### src/rtl/score_text_scanner.sv
// Score text scanner: 3-stage pipeline from DrawX/DrawY to per-pixel TEXT_ON via character map and font ROM.
// Optional macro SCORE_TEXT_BLINK_EN adds a VS-counted 32-on/32-off frame blink on TEXT_ON.
module score_text_scanner #(
   parameter int unsigned X0     = 480,
   parameter int unsigned Y0     = 64,
   parameter int unsigned COLS   = 7,
   parameter int unsigned ROWS   = 6,
   parameter int unsigned CHAR_W = 8,
   parameter int unsigned CHAR_H = 16
) (
   input  logic        Clk,
   input  logic        Reset,
   input  logic [9:0]  DrawX,
   input  logic [9:0]  DrawY,
   input  logic        PIX_VALID_IN,
   input  logic        VS,
   output logic [5:0]  CHAR_ADDR,
   input  logic [7:0]  CHAR_DATA,
   output logic [10:0] FONT_ADDR,
   input  logic [7:0]  FONT_DATA,
   output logic        TEXT_ON,
   output logic        TEXT_VALID
);
   localparam int unsigned PW  = 10;
   localparam int unsigned AW  = 6;
   localparam int unsigned FXW = 3;
   localparam int unsigned FYW = 4;
   localparam int unsigned X1  = X0 + COLS * CHAR_W;
   localparam int unsigned Y1  = Y0 + ROWS * CHAR_H;

   logic          in_win_c;
   logic [PW-1:0] dx_c;
   logic [PW-1:0] dy_c;
   logic [AW-1:0] char_addr_d;
   logic [10:0]   font_addr_d;
   logic          text_on_d;
   logic          unused_c;

   logic           v1_q, w1_q, v2_q, w2_q;
   logic [FXW-1:0] fx1_q, fx2_q;
   logic [FYW-1:0] fy1_q;
   logic [AW-1:0]  char_addr_q;
   logic [10:0]    font_addr_q;
   logic           text_on_q, text_valid_q;

`ifdef SCORE_TEXT_BLINK_EN
   logic       vs_q;
   logic [5:0] frame_q;

   // Frame counter advances on each VS falling edge.
   always_ff @(posedge Clk) begin
      if (Reset) begin
         vs_q    <= 1'b1;
         frame_q <= '0;
      end else begin
         vs_q <= VS;
         if (vs_q && !VS) frame_q <= frame_q + 6'd1;
      end
   end
`endif

   // Window test and stage-1/2/3 next values; offsets only matter inside the window.
   always_comb begin
      in_win_c = PIX_VALID_IN
               && (DrawX >= PW'(X0)) && (DrawX < PW'(X1))
               && (DrawY >= PW'(Y0)) && (DrawY < PW'(Y1));
      dx_c        = DrawX - PW'(X0);
      dy_c        = DrawY - PW'(Y0);
      char_addr_d = '0;
      if (in_win_c) char_addr_d = AW'((dy_c >> FYW) * PW'(COLS) + (dx_c >> FXW));

      font_addr_d = '0;
      if (w1_q) font_addr_d = {CHAR_DATA[6:0], fy1_q};

      // Bit 7 of the glyph row is the leftmost pixel.
      text_on_d = w2_q & FONT_DATA[3'(CHAR_W - 1) - fx2_q];
`ifdef SCORE_TEXT_BLINK_EN
      if (frame_q[5]) text_on_d = 1'b0;
      unused_c = CHAR_DATA[7];
`else
      unused_c = ^{CHAR_DATA[7], VS};
`endif
   end

   always_ff @(posedge Clk) begin
      if (Reset) begin
         v1_q         <= 1'b0;
         w1_q         <= 1'b0;
         fx1_q        <= '0;
         fy1_q        <= '0;
         char_addr_q  <= '0;
         v2_q         <= 1'b0;
         w2_q         <= 1'b0;
         fx2_q        <= '0;
         font_addr_q  <= '0;
         text_on_q    <= 1'b0;
         text_valid_q <= 1'b0;
      end else begin
         v1_q         <= PIX_VALID_IN;
         w1_q         <= in_win_c;
         fx1_q        <= dx_c[FXW-1:0];
         fy1_q        <= dy_c[FYW-1:0];
         char_addr_q  <= char_addr_d;
         v2_q         <= v1_q;
         w2_q         <= w1_q;
         fx2_q        <= fx1_q;
         font_addr_q  <= font_addr_d;
         text_on_q    <= text_on_d;
         text_valid_q <= v2_q;
      end
   end

   assign CHAR_ADDR  = char_addr_q;
   assign FONT_ADDR  = font_addr_q;
   assign TEXT_ON    = text_on_q;
   assign TEXT_VALID = text_valid_q;
endmodule
### config.mk
export PLATFORM = sky130hd
export DESIGN_NAME = score_text_scanner
export DESIGN_NICKNAME = d
export VERILOG_FILES = /design/src/rtl/score_text_scanner.sv
export SDC_FILE = /design/constraint.sdc
export NUM_CORES = 1
export LEC_CHECK = 0
export BUFFER_PORTS_ARGS = -buffer_cell sky130_fd_sc_hd__buf_4
export CELL_PAD_IN_SITES_DETAIL_PLACEMENT = 1
export CELL_PAD_IN_SITES_GLOBAL_PLACEMENT = 1
export CORE_ASPECT_RATIO = 0.6
export CORE_UTILIZATION = 35
export DETAILED_ROUTE_END_ITERATION = 12
export PLACE_DENSITY = 0.79
export RECOVER_POWER = 25
export SLEW_MARGIN = 10
export SYNTH_ARGS = -nofsm -noshare
export SYNTH_HDL_FRONTEND = slang
export SYNTH_SLANG_ARGS = --single-unit
export TNS_END_PERCENT = 50
### constraint.sdc
create_clock -name Clk -period 2.9 [get_ports Clk]
set_input_delay 0.145 -clock Clk [delete_from_list [all_inputs] [get_ports Clk]]
set_output_delay 0.145 -clock Clk [all_outputs]
set_load 0.02 [all_outputs]
======== Word-level counts from Yosys, hierarchy flattened ========
Cells that the tools add are included.
cells by class
  add/sub/neg operators ................... 4
  bitwise operators ....................... 3
  reduce and logical (&&, ||, !) cells .... 6
  multiplexer cells ....................... 2
  multiply operators ...................... 1
  magnitude comparators ................... 5
operators with widths
  operator                                              count
  >= comparator 10 x 7 -> 1 bit, second input constant  1
  >= comparator 10 x 9 -> 1 bit, second input constant  1
  < comparator 10 bit, second input constant            1
  < comparator 10 x 8 -> 1 bit, second input constant   1
  subtractor 10 x 7 -> 10 bit, second input constant    1
  subtractor 9 bit, second input constant               1
  adder 6 bit                                           1
  multiplier 6 x 3 -> 6 bit, second input constant      1
  logical AND 1 bit                                     4
  < comparator 3 x 4 -> 1 bit, second input constant    1
  OR reduction 2 bit                                    2
  binary-select mux 1 bit (select 3 bit)                1
  subtractor 3 bit, first input constant                1
  inverter 1 bit                                        2
  AND 1 bit                                             1
  2-to-1 mux 1 bit                                      1
storage, ports and cells
  bits of input ports ..................... 40
  logic and storage cells ................. 32
  bits in registers ....................... 33

======== Depth between registers and ports, before layout ========
Gate-level depths: netlist of run 1.
  word-level depth ........................ 7
  depth in mapped cells ................... 11
  depth with buffers taken out ............ 11

======== Worst setup path before layout of run 1 ========
No wires, ideal clock.
  path kind ............................... input -> register
  start point ............................. input DrawY[6]
  end point ............................... register char_addr_q[5] (netlist: CHAR_ADDR[5])
  data required time ...................... 2.778 ns
  stages .................................. 11
  buffers on the path ..................... 0
  arrival time ............................ 2.520 ns
  setup slack ............................. 0.259 ns
  cells stage by stage .................... inv_1 -> ha_1 -> xor2_1 -> fa_1 -> inv_1 -> ha_1 -> nor2b_1 -> o21ai_0 -> or2b_2 -> xnor3_1 -> nor2_1
between the ends
  word-level cells in the longest chain between the ends .. 5
ends and longest elaborated chain
  what                                                                                 line  text
  from (decl)                                                                          14    input logic [9:0] DrawY,
  parallel branches: the longest is 5 deep, another holds subtractor 10 x 7 -> 10 bit  n/a
  to (signal assigned)                                                                 103   char_addr_q <= char_addr_d;
  to (decl)                                                                            42    logic [AW-1:0] char_addr_q;
Several ways; the timed one is not identified.
A chain may end at the register's enable or synchronous reset.

======== Worst setup path in the final report of run 1 ========
Same ends and word-level chain as after synthesis.

==> results of run 1 <==
-- worst reg2reg max path, cell delays in order (launching register included) --
cell	delay, ns
dfxtp_1	0.38
mux4_2	0.52
mux2i_1	0.15
nor3b_1	0.07
-- flip-flops by register name, summed over array words and instances (netlist names), 3 cells and up --
signal	flops
CHAR_ADDR	6
FONT_ADDR	11
fx1_q	3
fx2_q	3
fy1_q	4
-- through the flow --
step           power (mW)  hold WS [ns]  instances  area [um^2]
2_1_floorplan       0.646         0.217        136         1480
3_3_place_gp        0.725         0.348        249         1980
3_5_place_dp        0.741         0.354        249         1980
4_1_cts              1.08        0.0583        257         2070
5_1_grt              1.13        0.0582        257         2060
6_report             1.06        0.0643        257         2060
-- area by class of cell --
type                            instances  area (um^2)
Inverter                               15         56.3
Clock buffer                            5         68.8
Fill cell                             436         1790
Clock inverter                          3         17.5
Tap cell                               57         71.3
Timing Repair Buffer                   58          432
Sequential cell                        33          661
Multi-Input combinational cell         86          758
-- layer usage --
| metal | part of all wire [%] | vias up | GRT usage (%) |
|---|---|---|---|
| li1 | - | 559 | - |
| met2 | 45 | 40 | 27.0 |
| met4 | 0.58 | 0 | 5.83 |
| met3 | 6.9 | 2 | 4.72 |
| met1 | 47 | 499 | 20.0 |
| met5 | 0 | - | 0 |
-- synthesized netlist by cell type, types with 3 or more instances --
library cell	count	area share, %
dfxtp_1	33	45
nor2b_1	16	6.8
inv_1	14	3.5
ha_1	12	10
and2_1	11	4.6
nor2_1	8	2.0
xnor2_1	6	3.5
fa_1	5	6.8
nand2_1	3	0.76
xor2_1	3	1.8
-- power by group through the flow --
stage / sequential [mW] / combinational (mW) / clock [mW]
after detailed placement: 0.475 / 0.266 / 0
after CTS: 0.465 / 0.268 / 0.345
final: 0.465 / 0.264 / 0.336
after floorplan: 0.475 / 0.172 / 0
after global routing: 0.465 / 0.295 / 0.371
after global placement: 0.474 / 0.251 / 0
-- logic make-up after synthesis --
family / after synthesis / share of synthesized area [%]
adders and majority gates: 17 / 16.9
AOI/OAI and AO/OA: 6 / 2.70
xor gates and xnor gates: 11 / 8.35
buffers and inverters: 17 / 4.30
muxes: 4 / 4.64
DFF: 33 / 44.6
and+or+nand+nor: 48 / 18.6
-- worst min path at each step --
| stage | start | to | slack (ns) |
|---|---|---|---|
| after floorplan | Reset | fx2_q[0] | 0.22 |
| after global placement | CHAR_DATA[2] | FONT_ADDR[6] | 0.35 |
| after detailed placement | CHAR_DATA[4] | FONT_ADDR[8] | 0.35 |
| after CTS | CHAR_DATA[6] | FONT_ADDR[10] | 0.06 |
| after global routing | CHAR_DATA[3] | FONT_ADDR[7] | 0.06 |
| final | CHAR_DATA[6] | FONT_ADDR[10] | 0.06 |
==> flow_summary.toml, run 1 <==
[synthesis]
netlist_area_mm2 = 0.00148
ys_seq_area_share_pct = 44.6
async_flop_share_pct = 0
synthFlopType = "dfxtp_1"
synth_area_per_cell_um2 = 10.9
syn_nets = 193
synthCells = 136
yosys_warnings = 0
ys_ff_latch = 33
synth_edf_count = 0
synth_cell_type_count = 28

[power]
p_switching_mw = 0.284
p_clk_share_pct = 31.6
leakage_nw = 0.996
p_sw_share_pct = 26.7
intPower_mw = 0.780
p_per_area_mw_per_mm2 = 516
vdd_ir_drop_max_v = 0.000200
pwr-share-comb_pct = 24.8
power.share.sequential_pct = 43.6

[die]
core_mm2 = 0.00385
fp-row-count = 17
floorplan.initialDensity_pct = 38.5
die_w_um = 86.0
io_pins = 59
fp.dieH_um = 52.4
dieArea_mm2 = 0.00451

[setup_path]
path_class = "primary input to flip-flop"
crit_fanout = 6
cp-end-kind = "flip-flop"
cp_num_buf_inv = 3
critPathMaxStageDelay_ns = 0.55
reg2reg_to = "TEXT_ON"
r2r_slack_ns = 1.64
cp_top_family = "adder cells"
worst-path-stages = 12
slowest_stage = "fa_1"
required_ns = 3.07
worstRegToRegCells = 3
setup.worst_path.start = "DrawY[6]"
worstPathArrival_ns = 2.75
critPathCapture = "CHAR_ADDR[5]"
start_kind = "primary input"
timing.rr.start = "fx2_q[0]"
path_cells = "buf_4 > inv_1 > ha_1 > xnor2_1 > xnor2_1 > fa_1 > inv_1 > ha_1 > o21ai_0 > or2b_2 > xnor3_1 > nor2_1"

[flow_run]
maxCapViolCount = 0

[clocking]
clock_latency_ns = 0.28
cts_max_level = 2
cts_tree = "built"
numCtsBuffers = 5
clockBufferDepth = 2
cts.clk_slew.worst_paths_ns = 0.07
cts_hold_buffers = 0
cts_root_buf = "clkbuf_8"
cts_resized = 0
cts.sinks = 33
cts_setup_buffers = 0

[timing]
final-setup-viol-count = 0
fmax_mhz = 387
final_hold_viol_count = 0
slew_viol_final = 0
rsz0062_at_grt = "false"
min_period_over_period_pct = 89.1
slew_headroom_pct = 54.9
fin_worst_skew_ns = 0.00652
setup_ws_ns = 0.316
fin_crit_ns = 2.58
setup_tns_ns = 0
tightest_slew_ns = 0.677

[routing]
finalWirelength_mm = 3.28
post-route-drc-count = 0
first_iter_violations = 23
vias = 1100
wl_per_cell_um = 12.8
postRouteAntennaNets = 0
routed_via_density = 4.28
firstDrtPassIters = 4

[final_layout]
syn_to_final_growth_pct = 39.2
layout_commonest_cell = "buf_4"
fin_nets = 256
drive_gt1_share_pct = 35.5
final_cell_mix = "buf_4, dfxtp_1, nor2b_1, inv_1, ha_1"
n_antenna_cell = 0
postLayoutCoreUtil_pct = 53.6

[global_routing]
grt_pass1_wl_mm = 5.29
grt_overflow = 0
antenna_found_initial = 0
grt.total_usage_pct = 16.1
first_global_vias = 1136
grt_max_degree = 16

[place]
hpwl_mm = 2.76
place_congestion = 0.791
portBuffers = 56
pre_cts_ws_ns = -0.00815

[hold_path]
min_path_type = "primary input to flip-flop"
holdPathStages = 2

[run_status]
status = "finished clean"
Note: power is estimated with default switching activity, not from simulation.
==> run 2: changes to the inputs <==
--- a/config.mk
+++ b/config.mk
@@ -11,8 +11,10 @@
 export CORE_ASPECT_RATIO = 0.6
 export CORE_UTILIZATION = 35
 export DETAILED_ROUTE_END_ITERATION = 12
+export GPL_ROUTABILITY_DRIVEN = 0
 export PLACE_DENSITY = 0.79
 export RECOVER_POWER = 25
+export REMOVE_ABC_BUFFERS = 1
 export SLEW_MARGIN = 10
 export SYNTH_ARGS = -nofsm -noshare
 export SYNTH_HDL_FRONTEND = slang
==> constraint.sdc (replaced) <==
create_clock -name Clk -period 2.6 [get_ports Clk]
set_input_delay 0.13 -clock Clk [delete_from_list [all_inputs] [get_ports Clk]]
set_output_delay 0.13 -clock Clk [all_outputs]
set_load 0.02 [all_outputs]
==> run 2 against run 1 <==
  * Clock skew shrank 0.0031 ns
  * Via count grew 5.0%
  * Largest power group unchanged
  * Highest routed layer unchanged
  * Wire length grew 16%
  * Total power grew 27%
==> flow_summary.toml, run 2 (same netlist as run 1, synthesis figures left out) <==
[place]
portBuffers = 56
pre_cts_ws_ns = -0.330
hpwl_mm = 2.98

[timing]
tightest_slew_ns = 0.696
final-setup-viol-count = 0
min_period_over_period_pct = 95.4
rsz0062_at_grt = "false"
slew_headroom_pct = 53.5
setup_ws_ns = 0.120
fin_crit_ns = 2.48
fmax_mhz = 403
setup_tns_ns = 0
final_hold_viol_count = 0
fin_worst_skew_ns = 0.00338
slew_viol_final = 0

[clocking]
numCtsBuffers = 5
cts.sinks = 33
cts_tree = "built"
clock_latency_ns = 0.28
clockBufferDepth = 2
cts_setup_buffers = 0
cts_max_level = 2
cts_root_buf = "clkbuf_8"
cts_hold_buffers = 0
cts.clk_slew.worst_paths_ns = 0.07

[die]
dieArea_mm2 = 0.00451
core_mm2 = 0.00385
floorplan.initialDensity_pct = 38.5
die_w_um = 86.0
fp.dieH_um = 52.4
io_pins = 59
fp-row-count = 17

[routing]
wl_per_cell_um = 14.3
first_iter_violations = 26
firstDrtPassIters = 4
post-route-drc-count = 0
vias = 1155
postRouteAntennaNets = 0
routed_via_density = 4.33
finalWirelength_mm = 3.81

[flow_run]
maxCapViolCount = 0

[global_routing]
grt_max_degree = 16
antenna_found_initial = 0
grt_overflow = 0
grt_pass1_wl_mm = 5.92
first_global_vias = 1188
grt.total_usage_pct = 18.6

[setup_path]
worstPathArrival_ns = 2.65
setup.worst_path.start = "DrawY[5]"
critPathCapture = "CHAR_ADDR[5]"
start_kind = "primary input"
path_cells = "buf_4 > inv_1 > ha_1 > xor2_1 > fa_1 > inv_1 > ha_1 > nor2b_2 > o21ai_1 > or2b_2 > xnor3_1 > nor2_1"
critPathMaxStageDelay_ns = 0.54
cp-end-kind = "flip-flop"
worstRegToRegCells = 3
crit_fanout = 5
path_class = "primary input to flip-flop"
reg2reg_to = "TEXT_ON"
r2r_slack_ns = 1.32
required_ns = 2.77
slowest_stage = "fa_1"
timing.rr.start = "fx2_q[0]"

[final_layout]
postLayoutCoreUtil_pct = 56.7
final_cell_mix = "buf_4, dfxtp_1, nor2b_1, inv_1"
n_antenna_cell = 0
layout_commonest_cell = "buf_4"
syn_to_final_growth_pct = 47.3
drive_gt1_share_pct = 39.5
largest_reg_flops = 11
fin_nets = 266

[hold_path]
min_path_type = "primary input to flip-flop"

[power]
leakage_nw = 1.06
vdd_ir_drop_max_v = 0.000261
p_total_mw = 1.36
p_per_area_mw_per_mm2 = 621

[run_status]
status = "finished clean"
==> run 2: cell count changes in the layout (fill, tap and decap cells not counted), sizes merged <==
| cell | previous run | this run |
|---|---|---|
| clkinv | 2 | 0 |
| buf | 57 | 67 |
| clkbuf | 6 | 8 |
| clkinvlp | 1 | 0 |
| bufinv | 0 | 1 |
==> run 2: through the flow <==
step / instances / area, um^2 / hold slack (ns)
after floorplan: 134 / 1480 / 0.202
after global placement: 259 / 2060 / 0.336
after detailed placement: 259 / 2060 / 0.339
after CTS: 267 / 2190 / 0.0422
after global routing: 267 / 2180 / 0.0418
final: 267 / 2180 / 0.0447
==> run 2: metal layers <==
metal	track usage [%]	vias to the layer above	wire, um
met5	0	-	0
met4	8.33	0	26
met1	23.2	523	1760
li1	-	579	-
met2	30.2	49	1780
met3	5.51	4	234
==> run 2: where the power goes <==
part	internal (mW)	total, mW	leakage, nW	switching, mW
registers	0.515	0.518	0.269	0.00324
clock network	0.312	0.499	0.0585	0.187
logic	0.202	0.340	0.732	0.137
==> run 2: layout make-up <==
class / instances / area (um^2)
Tap cell: 57 / 71.3
Multi-Input combinational cell: 86 / 773
Fill cell: 432 / 1670
Clock inverter: 1 / 30.0
Clock buffer: 7 / 86.3
Sequential cell: 33 / 661
Timing Repair Buffer: 68 / 507
Inverter: 15 / 56.3
==> run 2: critical path: cells and delay by family <==
kind | cells | cell delay [ns]
and+or+nand+nor | 3 | 0.51
buffers and inverters | 3 | 0.22
AOI/OAI and AO/OA | 1 | 0.12
adders and majority gates | 3 | 1.14
xor gates and xnor gates | 2 | 0.53
==> run 2: how the worst min path moves through the flow <==
| stage | slack [ns] | startpoint | cells past startpoint | endpoint |
|---|---|---|---|---|
| 5_1_grt | 0.04 | CHAR_DATA[6] | 2 | FONT_ADDR[10] |
| 3_5_place_dp | 0.34 | CHAR_DATA[6] | 2 | FONT_ADDR[10] |
| 3_3_place_gp | 0.34 | CHAR_DATA[3] | 2 | FONT_ADDR[7] |
| 4_1_cts | 0.04 | CHAR_DATA[6] | 2 | FONT_ADDR[10] |
| 2_1_floorplan | 0.20 | Reset | 1 | TEXT_VALID |
| 6_report | 0.04 | CHAR_DATA[0] | 2 | FONT_ADDR[4] |
==> run 2: timing repair <==
action	in CTS	in global routing
pin swaps	0	1
gates resized for setup	2	2
setup endpoints to repair	1	1
hold endpoints to repair	0	0
